## src/rtl/score_pkg.sv

```systemverilog
// score_pkg: shared 7-segment codes, decoder function, FSM state type and digit bound
// for bcd_score_counter.
package score_pkg;

   localparam int MAX_DIGITS = 8;

   localparam logic [6:0] SEG_0     = 7'b1000000;
   localparam logic [6:0] SEG_1     = 7'b1111001;
   localparam logic [6:0] SEG_2     = 7'b0100100;
   localparam logic [6:0] SEG_3     = 7'b0110000;
   localparam logic [6:0] SEG_4     = 7'b0011001;
   localparam logic [6:0] SEG_5     = 7'b0010010;
   localparam logic [6:0] SEG_6     = 7'b0000010;
   localparam logic [6:0] SEG_7     = 7'b1111000;
   localparam logic [6:0] SEG_8     = 7'b0000000;
   localparam logic [6:0] SEG_9     = 7'b0011000;
   localparam logic [6:0] SEG_BLANK = 7'h7F;

   typedef enum logic {IDLE, ADD} state_t;

   function automatic logic [6:0] bcd_to_seg(input logic [3:0] bcd);
      case (bcd)
         4'd0:    return SEG_0;
         4'd1:    return SEG_1;
         4'd2:    return SEG_2;
         4'd3:    return SEG_3;
         4'd4:    return SEG_4;
         4'd5:    return SEG_5;
         4'd6:    return SEG_6;
         4'd7:    return SEG_7;
         4'd8:    return SEG_8;
         4'd9:    return SEG_9;
         default: return SEG_BLANK;
      endcase
   endfunction

endpackage

```

## src/rtl/seg7_digit_decoder.sv

```systemverilog
// seg7_digit_decoder: one BCD digit to active-low {g..a} segments, with forced blank.
module seg7_digit_decoder
   import score_pkg::*;
(
   input  logic [3:0] bcd,
   input  logic       blank,
   output logic [6:0] seg
);

   assign seg = blank ? SEG_BLANK : bcd_to_seg(bcd);

endmodule

```

## src/rtl/bcd_score_counter.sv

```systemverilog
// bcd_score_counter: N-digit packed-BCD score accumulator, digit-serial add, saturating,
// with 7-segment outputs. Define SCORE_HISCORE_EN to add the high-score register and outputs.
module bcd_score_counter
   import score_pkg::*;
#(
   parameter int N_DIGITS = 4,
   parameter int BLANK_LZ = 1
) (
   input  logic                  clk,
   input  logic                  rst_n,
   input  logic                  clear,
   input  logic                  add_valid,
   output logic                  add_ready,
   input  logic [3:0]            add_pts,
   output logic [4*N_DIGITS-1:0] score_bcd,
   output logic [7*N_DIGITS-1:0] seg,
   output logic                  upd_pulse,
   output logic                  saturated
`ifdef SCORE_HISCORE_EN
   ,
   output logic [4*N_DIGITS-1:0] hi_bcd,
   output logic [7*N_DIGITS-1:0] hi_seg
`endif
);

   localparam int W = 4*N_DIGITS;
   localparam logic [W-1:0] NINES = {N_DIGITS{4'h9}};

   state_t                  state_q;
   logic [W-1:0]            score_q, score_d;
   logic [4*MAX_DIGITS-1:0] shadow_q, shadow_d;
   logic [3:0]              carry_q, carry_d;
   logic [2:0]              idx_q;
   logic                    sat_q, upd_q, last, commit;
   logic [4:0]              sum, adj;

   // shadow is padded to MAX_DIGITS so the digit index always spans it exactly
   always_comb begin
      sum = {1'b0, shadow_q[{idx_q, 2'b00} +: 4]} + {1'b0, carry_q};
      adj = sum > 5'd9 ? sum - 5'd10 : sum;
      carry_d = {3'b000, sum > 5'd9};
      shadow_d = shadow_q;
      shadow_d[{idx_q, 2'b00} +: 4] = adj[3:0];
      last = idx_q == 3'(N_DIGITS-1);
      score_d = carry_d[0] ? NINES : shadow_d[W-1:0];
      commit = rst_n && !clear && state_q == ADD && last;
   end

   always_ff @(posedge clk) begin
      if (!rst_n) begin
         state_q  <= IDLE;
         score_q  <= '0;
         shadow_q <= '0;
         carry_q  <= '0;
         idx_q    <= '0;
         sat_q    <= 1'b0;
         upd_q    <= 1'b0;
      end else if (clear) begin
         state_q <= IDLE;
         score_q <= '0;
         sat_q   <= 1'b0;
         upd_q   <= 1'b0;
      end else begin
         upd_q <= 1'b0;
         if (state_q == IDLE) begin
            if (add_valid) begin
               state_q  <= ADD;
               shadow_q <= (4*MAX_DIGITS)'(score_q);
               carry_q  <= add_pts > 4'd9 ? 4'd9 : add_pts;
               idx_q    <= '0;
            end
         end else begin
            shadow_q <= shadow_d;
            carry_q  <= carry_d;
            idx_q    <= idx_q + 3'd1;
            if (last) begin
               state_q <= IDLE;
               upd_q   <= 1'b1;
               score_q <= score_d;
               sat_q   <= sat_q | carry_d[0];
            end
         end
      end
   end

   assign add_ready = state_q == IDLE;
   assign score_bcd = score_q;
   assign upd_pulse = upd_q;
   assign saturated = sat_q;

`ifdef SCORE_HISCORE_EN
   logic [W-1:0] hi_q;

   // packed BCD orders the same as unsigned binary, so a plain compare suffices
   always_ff @(posedge clk) begin
      if (!rst_n)
         hi_q <= '0;
      else if (commit && score_d > hi_q)
         hi_q <= score_d;
   end

   assign hi_bcd = hi_q;
`endif

   for (genvar k = 0; k < N_DIGITS; k++) begin : g_dig
      logic blank;
      assign blank = BLANK_LZ != 0 && k != 0 && score_q[W-1:4*k] == '0;
      seg7_digit_decoder u_dec (.bcd(score_q[4*k +: 4]), .blank(blank), .seg(seg[7*k +: 7]));
`ifdef SCORE_HISCORE_EN
      logic hi_blank;
      assign hi_blank = BLANK_LZ != 0 && k != 0 && hi_q[W-1:4*k] == '0;
      seg7_digit_decoder u_hi_dec (.bcd(hi_q[4*k +: 4]), .blank(hi_blank), .seg(hi_seg[7*k +: 7]));
`endif
   end

endmodule

```

## config.mk

```make
export PLATFORM = sky130hd
export DESIGN_NAME = bcd_score_counter
export DESIGN_NICKNAME = d
export VERILOG_FILES = /design/src/rtl/score_pkg.sv /design/src/rtl/seg7_digit_decoder.sv /design/src/rtl/bcd_score_counter.sv
export SDC_FILE = /design/constraint.sdc
export NUM_CORES = 1
export LEC_CHECK = 0
export CAP_MARGIN = 20
export CORE_MARGIN = 5
export CORE_UTILIZATION = 40
export DETAILED_ROUTE_END_ITERATION = 6
export PLACE_DENSITY_LB_ADDON = 0.2
export SETUP_SLACK_MARGIN = 0.05
export SLEW_MARGIN = 40
export SYNTH_ARGS = -nofsm -noshare
export SYNTH_HDL_FRONTEND = slang
export SYNTH_HIERARCHICAL = 1
export SYNTH_SLANG_ARGS = --single-unit
```

## constraint.sdc

```tcl
create_clock -name clk -period 5.35 [get_ports clk]
set_input_delay 0.535 -clock clk [delete_from_list [all_inputs] [get_ports clk]]
set_output_delay 0.535 -clock clk [all_outputs]
set_load 0.01 [all_outputs]
```

Yosys cells after proc, flatten, opt, wreduce, memory -nomap -nowiden. Memory sizes are Yosys's and may differ from the RTL's. A register that Yosys moved wholly into a read port is not among the register bits. Cells that the tools add are included.

Bits in latches: 0. Input port bits: 8. Word-level logic and storage cells: 58. Output and inout bits: 47. Register bits after elaboration: 58. ROM bits: 448. Memories: 4. RAM bits: 0.

Multiply operators: 0. Order comparisons: 2. Bitwise logic cells: 4. Equality and inequality tests: 1. Shifts and indexed selects: 3. Add/subtract/negate cells: 4. Reduce and logical (&&, ||, !) cells: 8. Div/mod/pow operators: 0. Muxes and demuxes: 25.

Memories: (no name shown) (words 16, bits a word 7, rd ports 1, clocked after memory_dff 1, write ports 0, RTL line score_pkg.sv:22) `case (bcd)`; (no name shown) (words 16, bits a word 7, rd ports 1, clocked after memory_dff 1, write ports 0, RTL line score_pkg.sv:22); (no name shown) (words 16, bits a word 7, rd ports 1, clocked after memory_dff 1, write ports 0, RTL line score_pkg.sv:22); (no name shown) (words 16, bits a word 7, rd ports 1, clocked after memory_dff 1, write ports 0, RTL line score_pkg.sv:22).

Operator list (number): 2-to-1 mux 32 bit (2); 2-to-1 mux 4 bit (12); bitwise mux 32 bit (1); variable shift 4 x 7 -> 32 bit, first input constant (1); indexed part select 32 x 6 -> 4 bit (1); indexed part select 4 x 7 -> 32 bit (1); 2-to-1 mux 7 bit (3); 2-to-1 mux 16 bit (1); zero test 12 bit (1); zero test 8 bit (1); negation 5 -> 7 bit (1); 2-to-1 mux 3 bit (2); adder 4 x 4 -> 5 bit (1); greater-than comparator 5 x 4 -> 1 bit, second input constant (1); greater-than comparator 4 bit, second input constant (1); zero test 4 bit (1); 2-to-1 mux 1 bit (4); AND reduction 2 bit (2); subtractor 4 bit, second input constant (1); adder 3 x 1 -> 3 bit, second input constant (1); equality test 3 x 2 -> 1 bit, second input constant (1); inverter 1 bit (3); OR reduction 3 bit (1); nonzero test 2 bit (1); other kinds (2) (2).

Logic depth before layout (Yosys ltp). Gate-level depths: netlist of the first run.

Word-level depth: 9. Mapped depth: 17. Gate-level depth less buffers: 14.

Cells and area by module. Netlist of the first run, hierarchy kept.

Modules (own cells, without submodules): bcd_score_counter (times used 1, area each 3308.2 sq um, seq. area each 1161.1 sq um, cells an instance 397); seg7_digit_decoder (times used 4, area each 236.5 sq um, seq. area each 0.0 sq um, cells an instance 36).

Least setup slack after synthesis of the first run. Ideal clock, no wire load.

Path type: register to register. Start point: register idx_q[0]. End point: register shadow_q[18]. Slack: 1.566 ns. Library setup time: 0.116 ns. Cell stages (with the launch flop): 14. Data required time: 5.234 ns. Clock period less this slack: 3.784 ns. Arrival: 3.668 ns. Cell sequence: dfxtp_1 > buf_4 > buf_2 > mux4_2 > nand2_1 > nand2_1 > ha_1 > xnor2_1 > inv_1 > ha_1 > a221oi_1 > nor4_1 > or3_4 > a31o_2.

Longest elaborated chain between the ends: 7. Elaborated cells between the ends (all ways): 10.

Ends and longest elaborated chain: start: declaration (RTL line bcd_score_counter.sv:33) `logic [2:0] idx_q;`; start signal: assignment (RTL line bcd_score_counter.sv:75) `idx_q <= idx_q + 3'd1;`; indexed part select 32 x 6 -> 4 bit (RTL line bcd_score_counter.sv:39) `sum = {1'b0, shadow_q[{idx_q, 2'b00} +: 4]} + {1'b0, carry_q};`; adder 4 x 4 -> 5 bit (RTL line bcd_score_counter.sv:39); subtractor 4 bit or greater-than comparator 5 x 4 -> 1 bit (tied branches) (RTL line bcd_score_counter.sv:40) `adj = sum > 5'd9 ? sum - 5'd10 : sum;`; 2-to-1 mux 4 bit (RTL line bcd_score_counter.sv:40); indexed part select 4 x 7 -> 32 bit (RTL line bcd_score_counter.sv:43) `shadow_d[{idx_q, 2'b00} +: 4] = adj[3:0];`; bitwise mux 32 bit (*) (RTL line bcd_score_counter.sv:43); 2-to-1 mux 32 bit (*) (RTL line bcd_score_counter.sv:65) `if (state_q == IDLE) begin`; end signal: assignment (RTL line bcd_score_counter.sv:68) `shadow_q <= (4*MAX_DIGITS)'(score_q);`; end signal: assignment (RTL line bcd_score_counter.sv:73) `shadow_q <= shadow_d;`; end: declaration (RTL line bcd_score_counter.sv:31) `logic [4*MAX_DIGITS-1:0] shadow_q, shadow_d;`.

Mark *: on every way between the ends. The rest lies on a longest branch, timed or not. A chain may end at the register's enable or synchronous reset.

Worst setup path after layout of the first run.
Start point: register idx_q[1]. End point: register shadow_q[1].

Same word-level chain as after synthesis.

==> results.toml, run 1 <==
[status]
run_status = "complete, no violations"

[synth]
postSynthCellCount = 541
ys.warnings.count = 6
async_reset_ff_frac = 0
syn_avg_cell_area_um2 = 7.86
synth_enable_flop_cells = 0
synthesis.area_um2 = 4250
synth_cell_type_count = 63
postSynthRegisterBits = 58
yosysSeqAreaShare = 0.273
dominantRegCellSynth = "sky130_fd_sc_hd__dfxtp_1"

[floorplan]
floorplan.die.width_um = 113
initial_utilization = 0.410
core_area_um2 = 10400
pin_count = 55
fp.dieArea_um2 = 12800
num_rows = 37
die_h_um = 113

[timing]
slew_headroom = 0.461
max_slew.worst_pin.slew_ns = 0.802
max_slew_violation_count = 0
layout_worst_path_cycle_share = 0.837
final_critical_path_setup_slack_ns = 0.872
setup-tns-final_ns = 0
finalHoldWorstSlack_ns = 0.455
period_needed_ns = 4.48
fin_worst_skew_ns = 0.00916
max_freq_mhz = 223
setup_viol = 0
rsz0062_at_grt = "false"
final_hold_viol_count = 0

[setup_path]
worstSetupPathType = "reg -> reg"
worst_ep_required_time_ns = 5.59
worstPathMaxFanout = 17
worstSetupEndpointType = "flop"
setup.worst_path.start_class = "flop"
endpoint_arrival_time_on_the_critical_path_ns = 4.72

[hold_path]
hold_path.class = "reg -> reg"

[flow_run]
cap_violations = 0

[power_and_ir_drop]
power.combinational.fraction = 0.108
power-per-cell-area_nw_per_um2 = 196
seq_power_share = 0.450
standby_leakage_power_nw = 1.81
clkPwrFrac = 0.443
peakVddDrop_mv = 0.107
cell_internal_pwr_mw = 0.746
total_power_of_the_final_layout_mw = 0.997
power.switching_fraction = 0.252
power_switching_mw = 0.251

[detailed_routing]
post-route-drc-count = 0
dr.pass1.iters = 5
detail_route.wl_per_cell_um = 18.1
route.vias.total = 4286
drt_wl_total_um = 13100
drc_violation_total_after_the_first_tritonroute_iteration = 314
vias_per_cell = 5.91
ant_nets = 0

[place]
preCtsSetupSlack_ns = 0.941
place.detailed.hpwl_um = 9650
routabilityCongestion = 0.957
portBuffers = 54

[cts]
post_cts.resized_instances = 0
numClockSinks = 58
cts_buffers = 9
clockRootBuffer = "sky130_fd_sc_hd__clkbuf_8"
postCtsSetupBuffers = 0
cts.htree.levels = 3
insertion_delay_to_the_later_sink_of_the_worst_skew_pair_ns = 0.35
cts.hold.buffers_added = 0
clk_path_buf_depth = 2
clock_transition_at_path_regs_ns = 0.06
tritoncts_clock_tree = "built"

[global_routing]
grt_most_used_layer = "met2"
grt_antenna_before_repair = 0
grt_max_degree = 32
number_of_global_route_vias_before_repair = 3971
use_met1 = 0.261
grt_pass1_wl_um = 20900
gr-usage-met2 = 0.331
grtUsageTotal = 0.204
gr-total-overflow = 0
grtUsageMet3 = 0.0401

[layout]
layout.area.seq_um2 = 1160
syn2layout_area_growth_pct = 19.7
drive_above_1_share = 0.0764
nNetsFinal = 626
n_antenna_cell = 0
post-route-util = 0.491
multi_input_area_um2 = 2870
layout.filler_cells = 1052
-- worst max-delay path, stage by stage (launching register included) --
cell and delay (ns):
sky130_fd_sc_hd__dfxtp_1 0.84, sky130_fd_sc_hd__mux4_2 0.34, sky130_fd_sc_hd__nand2_1 0.07, sky130_fd_sc_hd__nand2_1 0.08, sky130_fd_sc_hd__ha_1 0.16, sky130_fd_sc_hd__inv_1 0.06
sky130_fd_sc_hd__fa_1 0.39, sky130_fd_sc_hd__xnor2_1 0.44, sky130_fd_sc_hd__inv_1 0.20, sky130_fd_sc_hd__ha_1 0.31, sky130_fd_sc_hd__nand2b_1 0.11, sky130_fd_sc_hd__o21ai_0 0.11
sky130_fd_sc_hd__o31ai_1 0.56, sky130_fd_sc_hd__buf_4 0.28, sky130_fd_sc_hd__a211oi_1 0.10, sky130_fd_sc_hd__o41ai_1 0.33
-- synthesized netlist by cell type, types with 10 or more instances --
library cell / count / area share
sky130_fd_sc_hd__a21oi_1: 49 / 0.058
sky130_fd_sc_hd__a22oi_1: 12 / 0.021
sky130_fd_sc_hd__and3_1: 10 / 0.015
sky130_fd_sc_hd__clkbuf_1: 17 / 0.015
sky130_fd_sc_hd__dfxtp_1: 58 / 0.27
sky130_fd_sc_hd__ha_1: 31 / 0.091
sky130_fd_sc_hd__inv_1: 23 / 0.020
sky130_fd_sc_hd__nand2_1: 52 / 0.046
sky130_fd_sc_hd__nand2b_1: 20 / 0.029
sky130_fd_sc_hd__nor2_1: 52 / 0.046
sky130_fd_sc_hd__o211ai_1: 12 / 0.021
sky130_fd_sc_hd__o21a_1: 10 / 0.018
sky130_fd_sc_hd__o21ai_0: 21 / 0.025
sky130_fd_sc_hd__o21ai_1: 32 / 0.038
-- registers in the layout (all words and copies together) (netlist names) --
signal and count:
score_bcd 16, shadow_q 32, saturated 1, idx_q 3, upd_pulse 1, carry_q 4, state_q 1
-- final cells by class --
type                       instances  area share
timing repair buffer              60       0.115
inverter                          25      0.0184
tap                              136      0.0334
sequential                        58       0.229
clock buffer                      11      0.0278
multi-input combinational        432       0.564
clock inverter                     3      0.0128
-- layout by cell type, fill, tap and decap left out, drive strengths merged, types with 10 or more instances in the layout --
| master | synthesis | final |
|---|---|---|
| a22oi | 12 | 12 |
| a21oi | 49 | 49 |
| clkbuf | 17 | 11 |
| o21a | 10 | 10 |
| clkdlybuf4s50 | 0 | 54 |
| dfxtp | 58 | 58 |
| nand2b | 20 | 20 |
| and3 | 10 | 10 |
| o21ai | 53 | 53 |
| nand2 | 52 | 52 |
| o211ai | 12 | 12 |
| inv | 23 | 23 |
| nor2 | 52 | 52 |
| ha | 31 | 31 |
-- cell families after synthesis --
| logic type | after synthesis | synth area share |
|---|---|---|
| compound gates | 194 | 0.293 |
| simple gates | 184 | 0.216 |
| flops | 58 | 0.273 |
| buf+inv | 56 | 0.0618 |
| fa+ha+maj | 32 | 0.0959 |
| mux | 11 | 0.0494 |
| xor+xnor | 5 | 0.0103 |
| other cells | 1 | 0.000882 |
-- per-layer routing --
layer	routed length, um	vias to the layer above
met5	0	-
met4	456	0
met3	826	33
met2	6170	170
met1	5650	2021
li1	-	2062
-- path summary, 6_finish.rpt --
check / from / end / slack, ns / cells after the start
hold / removal: shadow_q[19] / shadow_q[19] / 0.45 / 2
setup reg to reg: idx_q[1] / shadow_q[1] / 0.87 / 15
hold reg to reg: shadow_q[19] / shadow_q[19] / 0.45 / 2
setup / recovery: idx_q[1] / shadow_q[1] / 0.87 / 15
-- power groups by stage --
stage | clock network, mW | logic [mW] | registers [mW]
finish | 0.442 | 0.107 | 0.448
global route | 0.470 | 0.117 | 0.449
global placement | 0 | 0.103 | 0.457
detailed placement | 0 | 0.105 | 0.457
CTS | 0.449 | 0.106 | 0.448
floorplan | 0 | 0.0729 | 0.451
-- stage by stage --
step                instance area [um^2]  instances
finish                              5090        725
global route                        5090        725
CTS                                 5080        725
detailed placement                  4870        711
global placement                    4860        711
floorplan                           4270        546
(Power assumes the default switching activity.)
==> inputs of run 2 (changes only) <==
- clock period: 5.35 -> 3.6 ns (I/O delays scaled with it)
==> results.toml, run 2 (synthesized netlist as in run 1, its figures left out) <==
[status]
run_status = "complete, no violations"

[cts]
clk_path_buf_depth = 2
numClockSinks = 58
cts.hold.buffers_added = 0
cts.htree.levels = 3
clock_transition_at_path_regs_ns = 0.07
clockRootBuffer = "sky130_fd_sc_hd__clkbuf_8"
insertion_delay_to_the_later_sink_of_the_worst_skew_pair_ns = 0.35
cts_buffers = 9
tritoncts_clock_tree = "built"

[setup_path]
timing.rr.start = "idx_q[0]"
worst_ep_required_time_ns = 3.87
worstSetupStartpoint = "idx_q[0]"
setup.worst_path.start_class = "flop"
worstSetupEndpointType = "flop"
worstPathMaxFanout = 11
worstSetupPathType = "reg -> reg"
endpoint_arrival_time_on_the_critical_path_ns = 3.70

[layout]
total_non_filler_cell_area_in_the_finished_layout_um2 = 5350
drive_above_1_share = 0.125
n_antenna_cell = 0
layout.cells.most_common_list = "sky130_fd_sc_hd__dfxtp_1 (56), sky130_fd_sc_hd__clkdlybuf4s50_1 (54), sky130_fd_sc_hd__nand2_1 (52), sky130_fd_sc_hd__nor2_1 (52), sky130_fd_sc_hd__a21oi_1 (49)"
post-route-util = 0.516
largest_register_ff_count = 32
top_register = "shadow_q"
mostFrequentLayoutCell = "sky130_fd_sc_hd__dfxtp_1"
layout.filler_cells = 1019
syn2layout_area_growth_pct = 25.8
nNetsFinal = 651

[power_and_ir_drop]
power-per-cell-area_nw_per_um2 = 304
cell_internal_pwr_mw = 1.22
power.switching_fraction = 0.249
power.combinational.fraction = 0.117
power_switching_mw = 0.405
peakVddDrop_mv = 0.214
seq_power_share = 0.407
standby_leakage_power_nw = 2.00
clkPwrFrac = 0.475

[timing]
period_needed_ns = 3.43
fin_worst_skew_ns = 0.0118
max_slew_violation_count = 0
setup_viol = 0
max_slew.worst_pin.slew_ns = 0.803
max_freq_mhz = 292
setup-tns-final_ns = 0
slew_headroom = 0.464
rsz0062_at_grt = "false"
final_hold_viol_count = 0
layout_worst_path_cycle_share = 0.952

[detailed_routing]
detail_route.wl_per_cell_um = 17.9
ant_nets = 0
vias_per_cell = 5.80
drc_violation_total_after_the_first_tritonroute_iteration = 393
route.vias.total = 4364
drt_wl_total_um = 13500
dr.pass1.iters = 5
post-route-drc-count = 0

[global_routing]
grt_pass1_wl_um = 21500
gr-total-overflow = 0
number_of_global_route_vias_before_repair = 4070
grtUsageTotal = 0.207
grt_antenna_before_repair = 0
grt_max_degree = 32

[floorplan]
die_h_um = 113
initial_utilization = 0.410
fp.dieArea_um2 = 12800
core_area_um2 = 10400
floorplan.die.width_um = 113
num_rows = 37
pin_count = 55

[hold_path]
hold_path.class = "reg -> reg"
worstHoldStart = "shadow_q[19]"

[place]
place.detailed.hpwl_um = 10000
routabilityCongestion = 0.963
portBuffers = 54
dpl-instance-area_um2 = 5040

[flow_run]
cap_violations = 0
[run 2: changes by cell type in the layout (fill, tap and decap cells not counted), sizes merged]
cell    previous run  this run
buf                6        31
bufinv             2         3
clkinv             3         4
[run 2: final cells by class]
type	count	area [um^2]	share of cell area
tap	136	170	0.0318
clock inverter	5	100	0.0187
sequential	58	1170	0.218
clock buffer	11	151	0.0283
multi-input combinational	432	2900	0.541
timing repair buffer	85	773	0.144
inverter	25	93.8	0.0175
[run 2: critical path: stages (launching register included)]
cell                       delay [ns]
sky130_fd_sc_hd__dfxtp_4         0.44
sky130_fd_sc_hd__mux4_2          0.53
sky130_fd_sc_hd__nand2_1         0.10
sky130_fd_sc_hd__nand2_1         0.09
sky130_fd_sc_hd__ha_1            0.33
sky130_fd_sc_hd__buf_4           0.16
sky130_fd_sc_hd__a21oi_1         0.39
sky130_fd_sc_hd__a21boi_1        0.24
sky130_fd_sc_hd__o22a_1          0.39
sky130_fd_sc_hd__or4_1           0.52
sky130_fd_sc_hd__a21oi_1         0.16
[run 2: timing repair]
action	CTS	global route
setup endpoints to repair	10	12
setup buffers	0	4
gates resized for setup	1	6
cloned	0	0
pin swaps	0	0
[run 2: path summary, 6_finish.rpt]
check / end / slack, ns / depth (start not counted)
hold / removal: shadow_q[19] / 0.47 / 2
setup / recovery: shadow_q[19] / 0.17 / 10
setup reg to reg: shadow_q[19] / 0.17 / 10
hold reg to reg: shadow_q[19] / 0.47 / 2
[run 2: stage by stage]
step                      worst slack (ns)  cells  hold slack, ns  power [mW]
after floorplan                     0.0615    546           0.429       0.779
after global placement               0.107    732           0.439       0.854
after detailed placement           -0.0299    732           0.454       0.857
after CTS                           0.0833    748           0.464        1.63
after global routing                0.0166    752           0.494        1.68
final                                0.173    752           0.466        1.62
[run 2: per-layer routing]
layer	track usage	up-vias	wire (um)
li1	-	2119	-
met1	0.268	2050	5910
met2	0.342	158	6200
met3	0.0412	37	918
met4	0.0785	0	460
met5	0	-	0
[run 2: power groups by stage]
stage | registers [mW] | logic, mW | clock network [mW]
2_1_floorplan | 0.670 | 0.110 | 0
3_3_place_gp | 0.676 | 0.178 | 0
3_5_place_dp | 0.676 | 0.181 | 0
5_1_grt | 0.662 | 0.206 | 0.809
4_1_cts | 0.662 | 0.181 | 0.783
6_report | 0.662 | 0.191 | 0.772
